$ cat config.mk
export PLATFORM = sky130hd
export DESIGN_NAME = led_seq_decoder_flat
export DESIGN_NICKNAME = d
export VERILOG_FILES = /design/src/rtl/led_seq_decoder_if.sv /design/src/rtl/led_seq_decoder.sv /design/src/flat_wrapper.sv
export SDC_FILE = /design/constraint.sdc
export NUM_CORES = 1
export LEC_CHECK = 0
export CAP_MARGIN = 20
export CORE_MARGIN = 10
export CORE_UTILIZATION = 30
export CTS_CLUSTER_DIAMETER = 100
export DETAILED_ROUTE_END_ITERATION = 10
export PLACE_DENSITY = 0.5
export SLEW_MARGIN = 20
export SYNTH_ARGS = -nofsm -noshare
export SYNTH_HDL_FRONTEND = slang
export SYNTH_SLANG_ARGS = --single-unit
$ cat constraint.sdc
create_clock -name ck -period 3.37 [get_ports ck]
set_input_delay 0.674 -clock ck [delete_from_list [all_inputs] [get_ports ck]]
set_output_delay 0.674 -clock ck [all_outputs]
set_load 0.03 [all_outputs]
$ cat src/rtl/led_seq_decoder_if.sv
// Sample/status bundle between an LED sequence source and its decoder.
interface led_seq_decoder_if #(
  parameter int ERR_W = 8
);
  logic [7:0]       led;
  logic             vld;
  logic [1:0]       mode;
  logic [2:0]       step;
  logic             lock;
  logic             err;
  logic             wrap;
  logic [ERR_W-1:0] err_cnt;

  modport master (
    output led, vld,
    input  mode, step, lock, err, wrap, err_cnt
  );

  modport slave (
    input  led, vld,
    output mode, step, lock, err, wrap, err_cnt
  );
endinterface

$ cat src/rtl/led_seq_decoder.sv
// Tracks an 8-LED shift/fill sequence, reporting phase,
// lock, wrap and saturating error statistics.
module led_seq_decoder #(
  parameter int LOCK_CNT = 4,
  parameter int ERR_W    = 8
) (
  input  logic             ck,
  input  logic             rs,
  led_seq_decoder_if.slave bus
);

  typedef enum logic [1:0] {
    HUNT  = 2'b00,
    ZERO  = 2'b01,
    SHIFT = 2'b10,
    FILL  = 2'b11
  } mode_e;

  localparam logic [3:0] LOCK_TH = 4'(LOCK_CNT);
  localparam logic [ERR_W-1:0] CNT_ONE =
    {{(ERR_W-1){1'b0}}, 1'b1};

  mode_e            state;
  mode_e            state_n;
  logic [7:0]       last;
  logic [7:0]       last_n;
  logic [3:0]       good;
  logic [3:0]       good_n;
  logic [3:0]       good_inc;
  logic [2:0]       step_q;
  logic [2:0]       step_n;
  logic             lock_q;
  logic             lock_n;
  logic             err_q;
  logic             err_n;
  logic             wrap_q;
  logic             wrap_n;
  logic [ERR_W-1:0] cnt_q;
  logic [ERR_W-1:0] cnt_n;

  logic             zero;
  logic             legal;
  logic             wrap_hit;
  logic [7:0]       shift_nxt;
  logic [7:0]       fill_nxt;

  function automatic logic [2:0] msb_idx(
    input logic [7:0] p
  );
    logic [2:0] r;
    r = 3'd0;
    for (int i = 0; i < 8; i++) begin
      if (p[i]) r = 3'(i);
    end
    return r;
  endfunction

  assign zero      = (bus.led == 8'h00);
  assign shift_nxt = {last[0], last[7:1]};
  assign fill_nxt  = (last == 8'hFF) ? 8'h01
                                     : {last[6:0], 1'b1};
  assign good_inc  = (good == 4'hF) ? good
                                    : good + 4'd1;

  // state register
  always_ff @(posedge ck) begin
    if (rs) state <= HUNT;
    else    state <= state_n;
  end

  // next-state logic; 01 means FILL entry only from ZERO
  always_comb begin
    legal    = 1'b0;
    wrap_hit = 1'b0;
    state_n  = state;
    unique case (state)
      HUNT:  legal = 1'b0;
      ZERO:  legal = (bus.led == 8'h80) ||
                     (bus.led == 8'h01);
      SHIFT: begin
        legal    = (bus.led == shift_nxt);
        wrap_hit = (last == 8'h01);
      end
      FILL: begin
        legal    = (bus.led == fill_nxt);
        wrap_hit = (last == 8'hFF);
      end
    endcase
    if (bus.vld) begin
      if (zero) begin
        state_n = ZERO;
      end else if (state != HUNT) begin
        if (!legal)
          state_n = HUNT;
        else if (state == ZERO)
          state_n = bus.led[7] ? SHIFT : FILL;
      end
    end
  end

  // output/datapath next values
  always_comb begin
    last_n = last;
    good_n = good;
    step_n = step_q;
    lock_n = lock_q;
    err_n  = 1'b0;
    wrap_n = 1'b0;
    cnt_n  = cnt_q;
    if (bus.vld) begin
      if (zero) begin
        last_n = 8'h00;
        good_n = 4'd1;
        step_n = 3'd0;
      end else if (state != HUNT) begin
        if (legal) begin
          last_n = bus.led;
          good_n = good_inc;
          step_n = msb_idx(bus.led);
          wrap_n = wrap_hit;
          lock_n = lock_q | (good_inc >= LOCK_TH);
        end else begin
          err_n  = 1'b1;
          last_n = 8'h00;
          good_n = 4'd0;
          step_n = 3'd0;
          lock_n = 1'b0;
          if (cnt_q != '1) cnt_n = cnt_q + CNT_ONE;
        end
      end
    end
  end

  always_ff @(posedge ck) begin
    if (rs) begin
      last   <= 8'h00;
      good   <= 4'd0;
      step_q <= 3'd0;
      lock_q <= 1'b0;
      err_q  <= 1'b0;
      wrap_q <= 1'b0;
      cnt_q  <= '0;
    end else begin
      last   <= last_n;
      good   <= good_n;
      step_q <= step_n;
      lock_q <= lock_n;
      err_q  <= err_n;
      wrap_q <= wrap_n;
      cnt_q  <= cnt_n;
    end
  end

  assign bus.mode    = state;
  assign bus.step    = step_q;
  assign bus.lock    = lock_q;
  assign bus.err     = err_q;
  assign bus.wrap    = wrap_q;
  assign bus.err_cnt = cnt_q;

endmodule

$ cat src/flat_wrapper.sv
// flat-port wrapper written by rule: the top's interface ports become plain ports
module led_seq_decoder_flat 
#(
  parameter int LOCK_CNT = 4,
  parameter int ERR_W    = 8
)
  (ck, rs, bus_led, bus_vld, bus_mode, bus_step, bus_lock, bus_err, bus_wrap, bus_err_cnt);
  led_seq_decoder_if #(.ERR_W(ERR_W)) bus_i ();
  input  logic ck;
  input  logic rs;
  input wire logic [$bits(bus_i.led)-1:0] bus_led;
  input wire logic [$bits(bus_i.vld)-1:0] bus_vld;
  output wire logic [$bits(bus_i.mode)-1:0] bus_mode;
  output wire logic [$bits(bus_i.step)-1:0] bus_step;
  output wire logic [$bits(bus_i.lock)-1:0] bus_lock;
  output wire logic [$bits(bus_i.err)-1:0] bus_err;
  output wire logic [$bits(bus_i.wrap)-1:0] bus_wrap;
  output wire logic [$bits(bus_i.err_cnt)-1:0] bus_err_cnt;
  assign bus_i.led = bus_led;
  assign bus_i.vld = bus_vld;
  assign bus_mode = bus_i.mode;
  assign bus_step = bus_i.step;
  assign bus_lock = bus_i.lock;
  assign bus_err = bus_i.err;
  assign bus_wrap = bus_i.wrap;
  assign bus_err_cnt = bus_i.err_cnt;
  led_seq_decoder #(.LOCK_CNT(LOCK_CNT), .ERR_W(ERR_W)) u_core (.ck(ck), .rs(rs), .bus(bus_i));
endmodule
# --- Word-level counts from Yosys, hierarchy flattened ---
# Cells that the tools add are included.
totals:
  regBits: 28
  out_inout_bits: 16
classes:
  addsub: 2
  magnitude_cmp: 1
  n_eq_ne: 12
  muxes: 27
  n_bitwise: 5
  n_reduce_logical: 11
op_table:
  columns: ["cell", "count"]
  rows:
  - ["$mux 8", 4]
  - ["$mux 3", 7]
  - ["$eq 8x1->1 const B", 2]
  - ["$eq 8x8->1", 2]
  - ["$eq 8x8->1 const B", 2]
  - ["$mux 4", 4]
  - ["$mux 2", 6]
  - ["$add 8x1->8 const B", 1]
  - ["$logic_not 8->1", 1]
  - ["$ne 8x8->1 const B", 1]
  - ["$reduce_and 3->1", 2]
  - ["$reduce_and 5->1", 1]
  - ["$reduce_or 5->1", 1]
  - ["$add 4x1->4 const B", 1]
  - ["$eq 2x2->1 const B", 2]
  - ["$eq 4x4->1 const B", 1]
  - ["$ge 4x3->1 const B", 1]
  - ["$mux 1", 4]
  - ["$not 1->1", 4]
  - ["$pmux 1 s4", 1]
  - ["$reduce_bool 2->1", 2]
  - ["$reduce_or 4->1", 1]
  - ["$ne 3x2->1 const B", 1]
  - ["$eq 2x1->1 const B", 1]
  - ["other kinds (5)", 5]

# --- Logic depth before layout (Yosys ltp) ---
# Gate-level depths: netlist of run 1.
depth:
  word_depth: 10
  mapped_depth: 10
  mapped_depth_nobuf: 7

# --- Worst setup path after synthesis of run 1 ---
# Ideal clock, no wire load.
synth_path:
  kind: "reg-to-reg"
  from: "register u_core.state[0], in the netlist u_core.bus.mode[0]"
  to: "register u_core.cnt_q[7], in the netlist u_core.bus.err_cnt[7]"
  t_arrival_ns: 2.476
  required_ns: 3.247
  setup_slack_ns: 0.771
  stages_incl_launch_ff: 9
  n_path_buf: 2
  path_cell_list: "dfxtp_1 > clkbuf_1 > buf_2 > inv_2 > or3_1 > nor4_1 > a41oi_1 > and4_1 > mux2_1"
synth_between:
  elab_chain_cells: 4
  word_cells_on_any_way: 8
  classes_between: "eq/ne (3); mux (1); bitwise (1); reduce/logical (3)"
synth_lines:
  columns: ["item", "line_no", "text"]
  rows:
  - ["start, declared", "led_seq_decoder.sv:23", "mode_e state;"]
  - ["start signal, assigned", "led_seq_decoder.sv:68", "else state <= state_n;"]
  - ["$eq 2x2->1, or another cell as far along", "led_seq_decoder.sv:76", "unique case (state)"]
  - ["$pmux 1 s4", "led_seq_decoder.sv:76", null]
  - ["$not 1->1 (no line)", null, null]
  - ["$reduce_and 5->1 (no line) (*)", null, null]
  - ["end signal, assigned", "led_seq_decoder.sv:150", "cnt_q <= cnt_n;"]
  - ["end, declared", "led_seq_decoder.sv:38", "logic [ERR_W-1:0] cnt_q;"]
# Mark *: on every way between the ends. The rest lies on a longest branch, timed or not.
# A chain may end at the register's enable or synchronous reset.

# --- Worst setup path in the final report of run 1 ---
layout_path:
  from: "input bus_led[6]"
  to: "register u_core.last[4]"
layout_between:
  elab_chain_cells: 6
  word_cells_on_any_way: 12
  classes_between: "eq/ne (4); mux (4); reduce/logical (4)"
layout_lines:
  columns: ["item", "line_no", "text"]
  rows:
  - ["start, declared", "flat_wrapper.sv:11", "input wire logic [$bits(bus_i.led)-1:0] bus_led;"]
  - ["$eq 8x8->1 / $eq 8x1->1 (equally long branches)", "led_seq_decoder.sv:78, led_seq_decoder.sv:79", null]
  - ["$logic_or 1x1->1", "led_seq_decoder.sv:78", "ZERO: legal = (bus.led == 8'h80) ||"]
  - ["$pmux 1 s4", "led_seq_decoder.sv:76", null]
  - ["$mux 8", "led_seq_decoder.sv:116", "if (legal) begin"]
  - ["$mux 8", "led_seq_decoder.sv:115", "end else if (state != HUNT) begin"]
  - ["$mux 8", "led_seq_decoder.sv:111", "if (zero) begin"]
  - ["end signal, assigned", "led_seq_decoder.sv:144", "last <= last_n;"]
  - ["end, declared", "led_seq_decoder.sv:25", "logic [7:0] last;"]
# Several ways; a longest one is shown, not always the timed one. The select of a mux whose other input is x is not followed.

==> results of run 1 <==
## through the flow
stage | instances | cell area [um^2] | util | hold WS [ns] | worst slack [ns]
2_1_floorplan | 213 | 1780 | - | 0.462 | 0.771
3_3_place_gp | 311 | 2150 | 0.368 | 0.446 | 0.243
3_5_place_dp | 311 | 2150 | 0.368 | 0.451 | 0.276
4_1_cts | 315 | 2210 | 0.377 | 0.466 | 0.563
5_1_grt | 315 | 2210 | 0.377 | 0.490 | 0.385
6_report | 315 | 2210 | 0.377 | 0.463 | 0.563
## flip-flops by register name, indices dropped and copies added (netlist names)
signal	flops
u_core.bus.mode	2
u_core.bus.err_cnt	8
u_core.good	4
u_core.last	8
u_core.bus.wrap	1
u_core.bus.err	1
u_core.bus.lock	1
u_core.bus.step	3
## per-layer routing
metal  vias to the layer above  GRT usage  share of wire
met3                         4     0.0213          0.042
met5                         -          0              0
met4                         0     0.0295         0.0075
li1                        872          -              -
met2                        34      0.175           0.46
met1                       849      0.141           0.49
## layout by cell type (no fill, tap or decap), drive strengths merged, types with 3 or more instances in the layout
| cell type | synthesis | final |
|---|---|---|
| nor2b | 8 | 8 |
| a211oi | 6 | 6 |
| inv | 3 | 3 |
| a22o | 9 | 9 |
| and3 | 9 | 9 |
| nand2b | 3 | 3 |
| nor4 | 6 | 6 |
| a31oi | 3 | 3 |
| nand3 | 3 | 3 |
| nor3 | 5 | 5 |
| nor2 | 17 | 17 |
| o21ai | 4 | 4 |
| clkdlybuf4s50 | 0 | 26 |
| and4 | 3 | 3 |
| a21oi | 23 | 23 |
| nor4b | 3 | 3 |
| mux2 | 7 | 7 |
| nand2 | 11 | 11 |
| buf | 6 | 12 |
| dfxtp | 28 | 28 |
| nand4 | 12 | 12 |
| a211o | 3 | 3 |
| o2111ai | 5 | 5 |
| and2 | 4 | 4 |
| clkbuf | 9 | 4 |
## cell families after synthesis
family	after synthesis	synth area share
AO/OA/AOI/OAI	65	0.274
XOR/XNOR	2	0.00982
adder cells (fa/ha/maj)	2	0.0140
buffers and inverters	18	0.0484
flip-flops	28	0.314
multiplexers	8	0.0498
AND/OR/NAND/NOR	90	0.290
## report_power, final
part,switching [mW],total (mW),leakage [nW],internal [mW]
registers,0.000167,0.331,0.225,0.331
clock network,0.108,0.212,0.0288,0.105
logic,0.0301,0.0532,0.546,0.0230
## critical path, delay by kind of cell
kind | cells | cell delay (ns)
AOI/OAI and AO/OA | 5 | 1.46
buffers and inverters | 1 | 0.54
and+or+nand+nor | 2 | 0.31
## final timing paths
kind,start,end,slack [ns]
hold / removal,u_core.bus.step[0]$_SDFFE_PP0P_,u_core.bus.step[0]$_SDFFE_PP0P_,0.46
setup reg to reg,u_core.last[2]$_SDFFE_PP0P_,u_core.last[4]$_SDFFE_PP0P_,0.57
setup / recovery,bus_led[6],u_core.last[4]$_SDFFE_PP0P_,0.56
hold reg to reg,u_core.bus.step[0]$_SDFFE_PP0P_,u_core.bus.step[0]$_SDFFE_PP0P_,0.46
## layout make-up
cell class / instances / area share
multi-input combinational: 167 / 0.515
sequential: 28 / 0.254
timing repair buffer: 38 / 0.159
tap: 75 / 0.0425
clock buffer: 4 / 0.0249
inverter: 3 / 0.00510
==> reports/results.ini, run 1 <==
[timing]
slew_headroom=0.595
rsz0062_at_grt=no
worst_pin_slew_ns=0.608
slew_violations=0
fin_crit_sh=0.833
finalHoldViolCount=0
fin_tns_setup_ns=0
setup_viol=0
max_freq_mhz=356
period_needed_ns=2.81
skew_ns=0.00738

[worst_hold_path]
hp-class=flip-flop to flip-flop
holdPathStages=2

[die]
boundaryPins=27
start_util=0.305
dieArea_um2=9430
core_area_um2=5850
row_count=28
die_h_um=97.1
chipWidth_um=97.1

[critical_path]
worstPathArrival_ns=2.99
worstPathRequired_ns=3.55
path_cells=clkdlybuf4s50_1, nand4_1, a21oi_1, a211oi_1, a2111oi_4, a21oi_2, nor3_4, a22o_1
slowest_stage=clkdlybuf4s50_1
crit_fanout=12
worstSetupEndpointType=flip-flop
max_stage_delay_ns=0.54
rr_worst_depth=8
cp-start-kind=input pin
worstSetupPathType=input pin to flip-flop

[power]
power.density_nw_per_um2=270
ir_drop_mv=0.155
power_leakage_nw=0.800
power_mw=0.596

[layout]
seq_area_um2=561
drive_gt1_frac=0.100
fin_nets=254
fill_cells=592
multi_input_area_um2=1140
area_delta_synth_final_pct=23.8
n_antenna_cell=0

[yosys]
postSynthAreaPerCell_um2=8.38
synth_area_um2=1780
yosys.area.top_type=dfxtp_1
ys_seq_area_frac=0.314
synth_flop_cell=dfxtp_1
synth_cell_types=48
synth_area_leaders=dfxtp_1, a21oi_1, a22o_1
syn_inst=213
synth.most_common_cell=dfxtp_1
synth_edf_count=0
ys_async_sr_fraction=0
synth_commonest_cells=dfxtp_1, a21oi_1, nor2_1
yosysTopAreaCellShare=0.314
yosys_register_bits=28
synth_fp_nets=226
synth_warnings=0

[placed_design]
routabilityCongestion=0.821
port_buffers=26
hpwl_um=3830

[clock_tree]
h-tree-depth=1
clock_tree.root_cell=clkbuf_8
clock_latency_ns=0.28
cts_buffers=3
post_cts_buffers=0
post_cts_resized=0
clk_path_buf_depth=2
hold_buffers=0
clk_pin_slew_ns=0.10
tritoncts=yes
numClockSinks=28

[drt]
dr.pass1.iters=4
first_iter_violations=76
wire_per_inst_um=16.4
remaining_drc_errors=0
viasPerCell=5.58
via_count=1759
postRouteAntennaNets=0
wirelength_um=5180

[global_routing]
grt_pass1_vias=1705
grt_pass1_wl_um=8790
grt_max_degree=17
antenna_found_initial=0
grt.total_usage=0.108
overflow=0

[run]
max_cap_violations=0

[run_status]
outcome=finished, final reports clean

No activity file was read; power rests on OpenSTA's default activity.
==> inputs of run 2 (changes only) <==
Settings changed: PLACE_DENSITY 0.5 to 0.52.
Clock period 3.37 ns to 2.41 ns, I/O delays scaled along.
==> reports/results.ini, run 2 (synthesis gave the netlist of run 1 again) <==
[critical_path]
crit_family=buffers and inverters
max_stage_delay_ns=0.48
crit_cells=8
worstPathArrival_ns=2.58
rr_worst_depth=9
worstSetupEndpointType=flip-flop
cp_num_buf_inv=3
worstSetupPathType=input pin to flip-flop
worstPathRequired_ns=2.63
r2r_slack_ns=0.07
cp-start-kind=input pin
critPathLaunch=bus_led[2]
crit_fanout=5
path_cells=clkdlybuf4s50_1, or3_4, a2111oi_4, a21oi_2, buf_4, nor3_4, buf_6, a22o_1
slowest_stage=clkdlybuf4s50_1
r2r_start=u_core.last[5]$_SDFFE_PP0P_

[clock_tree]
clock_latency_ns=0.27
clk_pin_slew_ns=0.10
clk_path_buf_depth=2
hold_buffers=0
numClockSinks=28
h-tree-depth=1
clock_tree.root_cell=clkbuf_8
tritoncts=yes
cts_buffers=3

[layout]
area_delta_synth_final_pct=51.4
stdcell_count=358
n_antenna_cell=0
drive_gt1_frac=0.329
fill_cells=568
multi_input_area_um2=1230
final_cell_mix=buf_4, clkdlybuf4s50_1, dfxtp_1, a21oi_1, nor2_1
fin_nets=297
seq_area_um2=573
layout_commonest_cell=buf_4

[timing]
slew_headroom=0.680
finalHoldViolCount=0
slew_violations=0
skew_ns=0.00238
fin_ws_ns=0.0500
period_needed_ns=2.36
holdWs_ns=0.456
fin_crit_sh=0.979
worst_pin_slew_ns=0.479
setup_viol=0
max_freq_mhz=424

[drt]
remaining_drc_errors=0
wirelength_um=5450
dr.pass1.iters=4
first_iter_violations=101
postRouteAntennaNets=0
via_count=1892
wire_per_inst_um=15.2
viasPerCell=5.28

[power]
p_seq_frac=0.496
power_frac_clock=0.403
p_int_mw=0.730
ir_drop_mv=0.199
p_sw_frac=0.216
power_leakage_nw=1.09
power.density_nw_per_um2=344
p_comb_frac=0.101
switching_power_mw=0.201

[global_routing]
grt_pass1_wl_um=8760
overflow=0
antenna_found_initial=0
grt_max_degree=20
grt.total_usage=0.107
grt_pass1_vias=1764

[die]
start_util=0.305
dieArea_um2=9430
row_count=28
die_h_um=97.1
chipWidth_um=97.1
boundaryPins=27
core_area_um2=5850

[run_status]
outcome=finished, final reports clean

[placed_design]
port_buffers=26
hpwl_um=4090
place_ws_ns=-0.279
dp.cells=353
routabilityCongestion=0.919

[worst_hold_path]
hp-start=u_core.bus.step[0]$_SDFFE_PP0P_
hp-class=flip-flop to flip-flop
holdPathStages=2

[run]
max_cap_violations=0

## run 2: timing repair
item	4_1_cts	5_1_grt
setup buffers	1	2
pin swaps	2	10
resized for setup	3	36
endpoints found under the setup margin	14	25
## run 2: metal layers
metal	global-route usage	up-vias	share of wire
met5	0	-	0
met4	0.0272	0	0.010
met3	0.0149	6	0.053
met2	0.170	50	0.47
met1	0.147	878	0.47
li1	-	958	-
## run 2: worst register-to-register path, delay by kind of cell, from the launching register on
family,cells,cell delay [ns]
AOI/OAI and AO/OA,4,0.80
and+or+nand+nor,3,0.79
DFF,1,0.37
buffers and inverters,2,0.32
## run 2: cell type report
type	count	area share
Clock inverter	1	0.0111
Multi-Input combinational cell	167	0.456
Sequential cell	28	0.212
Timing Repair Buffer	81	0.266
Tap cell	75	0.0347
Inverter	3	0.00417
Clock buffer	3	0.0153
## run 2: final timing paths
check	end
worst min-delay path	u_core.bus.step[0]$_SDFFE_PP0P_
worst max register to register	u_core.last[7]$_SDFFE_PP0P_
worst min register to register	u_core.bus.step[0]$_SDFFE_PP0P_
worst max-delay path	u_core.last[7]$_SDFFE_PP0P_
## run 2: stage by stage
step / setup TNS [ns] / utilization / power, mW / instance area [um^2]
floorplan: 0 / - / 0.510 / 1790
global placement: -5.99 / 0.426 / 0.567 / 2490
detailed placement: -5.25 / 0.426 / 0.567 / 2490
CTS: 0 / 0.439 / 0.948 / 2570
global route: -0.141 / 0.462 / 0.966 / 2700
finish: 0 / 0.462 / 0.930 / 2700
## run 2: power groups by stage
stage	Sequential [mW]	Clock, mW	Combinational (mW)
after floorplan	0.474	0	0.0363
after global placement	0.474	0	0.0936
after detailed placement	0.474	0	0.0937
after CTS	0.463	0.391	0.0937
after global routing	0.462	0.403	0.101
final	0.462	0.375	0.0939
==> inputs of run 3 (changes only) <==
Settings changed: CORE_MARGIN 10 to not set.
==> reports/results.ini, run 3 (synthesis gave the netlist of run 1 again) <==
[power]
p_comb_frac=0.104
switching_power_mw=0.194
p_seq_frac=0.499
power_mw=0.926
power_leakage_nw=1.05
power_frac_clock=0.397
power.density_nw_per_um2=350
p_sw_frac=0.209
p_int_mw=0.733
ir_drop_mv=0.208

[timing]
period_needed_ns=2.33
slew_headroom=0.653
fin_tns_setup_ns=0
fin_crit_sh=0.966
finalHoldViolCount=0
max_freq_mhz=429
setup_viol=0
worst_pin_slew_ns=0.513
slew_violations=0
skew_ns=0.00320
fin_ws_ns=0.0813
rsz0062_at_grt=yes

[die]
boundaryPins=27
chipWidth_um=79.1
row_count=27
die_h_um=79.1
core_area_um2=5610
dieArea_um2=6260
start_util=0.318

[drt]
dr.pass1.iters=4
wire_per_inst_um=14.6
wirelength_um=5150
first_iter_violations=63
viasPerCell=5.33
via_count=1886
remaining_drc_errors=0
postRouteAntennaNets=0

[critical_path]
worstSetupPathType=flip-flop to flip-flop
crit_end=u_core.bus.err_cnt[5]$_SDFFE_PP0P_
critPathLaunch=u_core.last[5]$_SDFFE_PP0P_
worstPathRequired_ns=2.58
worstSetupEndpointType=flip-flop
r2r_slack_ns=0.08
rr_worst_depth=11
path_common_cell=buf_4
slowest_stage=dfxtp_2
cp_num_buf_inv=4
crit_fanout=7
path_cells=buf_4, nand4_1, buf_6, o2111ai_2, a211oi_2, buf_4, a2111oi_4, buf_4, and2_2, nor3_1, mux2_1
r2r_start=u_core.last[5]$_SDFFE_PP0P_
max_stage_delay_ns=0.34
cp-start-kind=flip-flop
crit_cells=11
worstPathArrival_ns=2.50
reg2reg_to=u_core.bus.err_cnt[5]$_SDFFE_PP0P_
crit_family=buffers and inverters

[clock_tree]
numClockSinks=28
clk_path_buf_depth=2
clock_latency_ns=0.27
h-tree-depth=1
cts_buffers=3
tritoncts=yes
clk_pin_slew_ns=0.09
clock_tree.root_cell=clkbuf_8

[placed_design]
post_dp_cell_area_um2=2420
place_ws_ns=-0.350
hpwl_um=3850
port_buffers=26
routabilityCongestion=0.795

[layout]
postLayoutCoreUtil=0.472
postLayoutCellArea_um2=2650
final_cell_mix=buf_4, a21oi_1, clkdlybuf4s50_1, dfxtp_1, nor2_1
layout_commonest_cell=buf_4
area_delta_synth_final_pct=48.2
fin_nets=296
drive_gt1_frac=0.323
n_antenna_cell=0

[worst_hold_path]
hp-class=flip-flop to flip-flop

[run_status]
outcome=finished, final reports clean

[global_routing]
overflow=0
grt_max_degree=20
grt.total_usage=0.164
grt_pass1_vias=1719
antenna_found_initial=0
grt_pass1_wl_um=8180

[run]
max_cap_violations=0

==> run 3: power groups by stage <==
| stage | sequential [mW] | combinational, mW | clock, mW |
|---|---|---|---|
| 2_1_floorplan | 0.474 | 0.0363 | 0 |
| 3_3_place_gp | 0.474 | 0.0948 | 0 |
| 3_5_place_dp | 0.474 | 0.0939 | 0 |
| 4_1_cts | 0.463 | 0.0932 | 0.387 |
| 5_1_grt | 0.463 | 0.104 | 0.407 |
| 6_report | 0.463 | 0.0963 | 0.368 |
==> run 3: worst reg2reg max path, stage by stage, from the launching register on <==
cell	delay [ns]
dfxtp_2	0.34
buf_4	0.14
nand4_1	0.11
buf_6	0.15
o2111ai_2	0.19
a211oi_2	0.09
buf_4	0.15
a2111oi_4	0.30
buf_4	0.20
and2_2	0.19
nor3_1	0.07
mux2_1	0.31
==> run 3: worst min path at each step <==
stage	startpoint	to	slack, ns	cells past startpoint
after floorplan	u_core.good[1]$_SDFFE_PP0P_	u_core.good[1]$_SDFFE_PP0P_	0.46	2
after detailed placement	u_core.bus.step[2]$_SDFFE_PP0P_	u_core.bus.step[2]$_SDFFE_PP0P_	0.46	2
after global placement	u_core.bus.step[2]$_SDFFE_PP0P_	u_core.bus.step[2]$_SDFFE_PP0P_	0.45	2
final	u_core.bus.step[2]$_SDFFE_PP0P_	u_core.bus.step[2]$_SDFFE_PP0P_	0.46	2
after global routing	u_core.bus.step[0]$_SDFFE_PP0P_	u_core.bus.step[0]$_SDFFE_PP0P_	0.48	2
after CTS	u_core.bus.step[2]$_SDFFE_PP0P_	u_core.bus.step[2]$_SDFFE_PP0P_	0.47	2
==> run 3: cell type report <==
class | instances | area, um^2
well taps | 72 | 90.1
fillers | 569 | 2960
flip-flops and latches | 28 | 573
clock buffers | 3 | 41.3
clock inverters | 1 | 30.0
inverters | 3 | 11.3
multi-input cells | 167 | 1220
repair buffers | 80 | 682
==> run 3: metrics by stage <==
stage | hold WS (ns) | instances
6_report | 0.459 | 354
5_1_grt | 0.477 | 354
4_1_cts | 0.471 | 350
3_5_place_dp | 0.457 | 343
3_3_place_gp | 0.453 | 343
2_1_floorplan | 0.462 | 213
==> run 3: timing repair <==
| action | in CTS | in global routing |
|---|---|---|
| hold buffers | 0 | 0 |
| pin swaps | 6 | 7 |
| endpoints found under the setup margin | 14 | 24 |
| setup buffers | 3 | 4 |
| resized for setup | 8 | 27 |
==> run 3: per-layer routing <==
metal  vias up  GRT usage  wire length, um
li1        956          -                -
met1       877      0.209             2380
met2        47      0.281             2500
met3         6     0.0195              201
met4         0     0.0618               74
met5         -          0                0
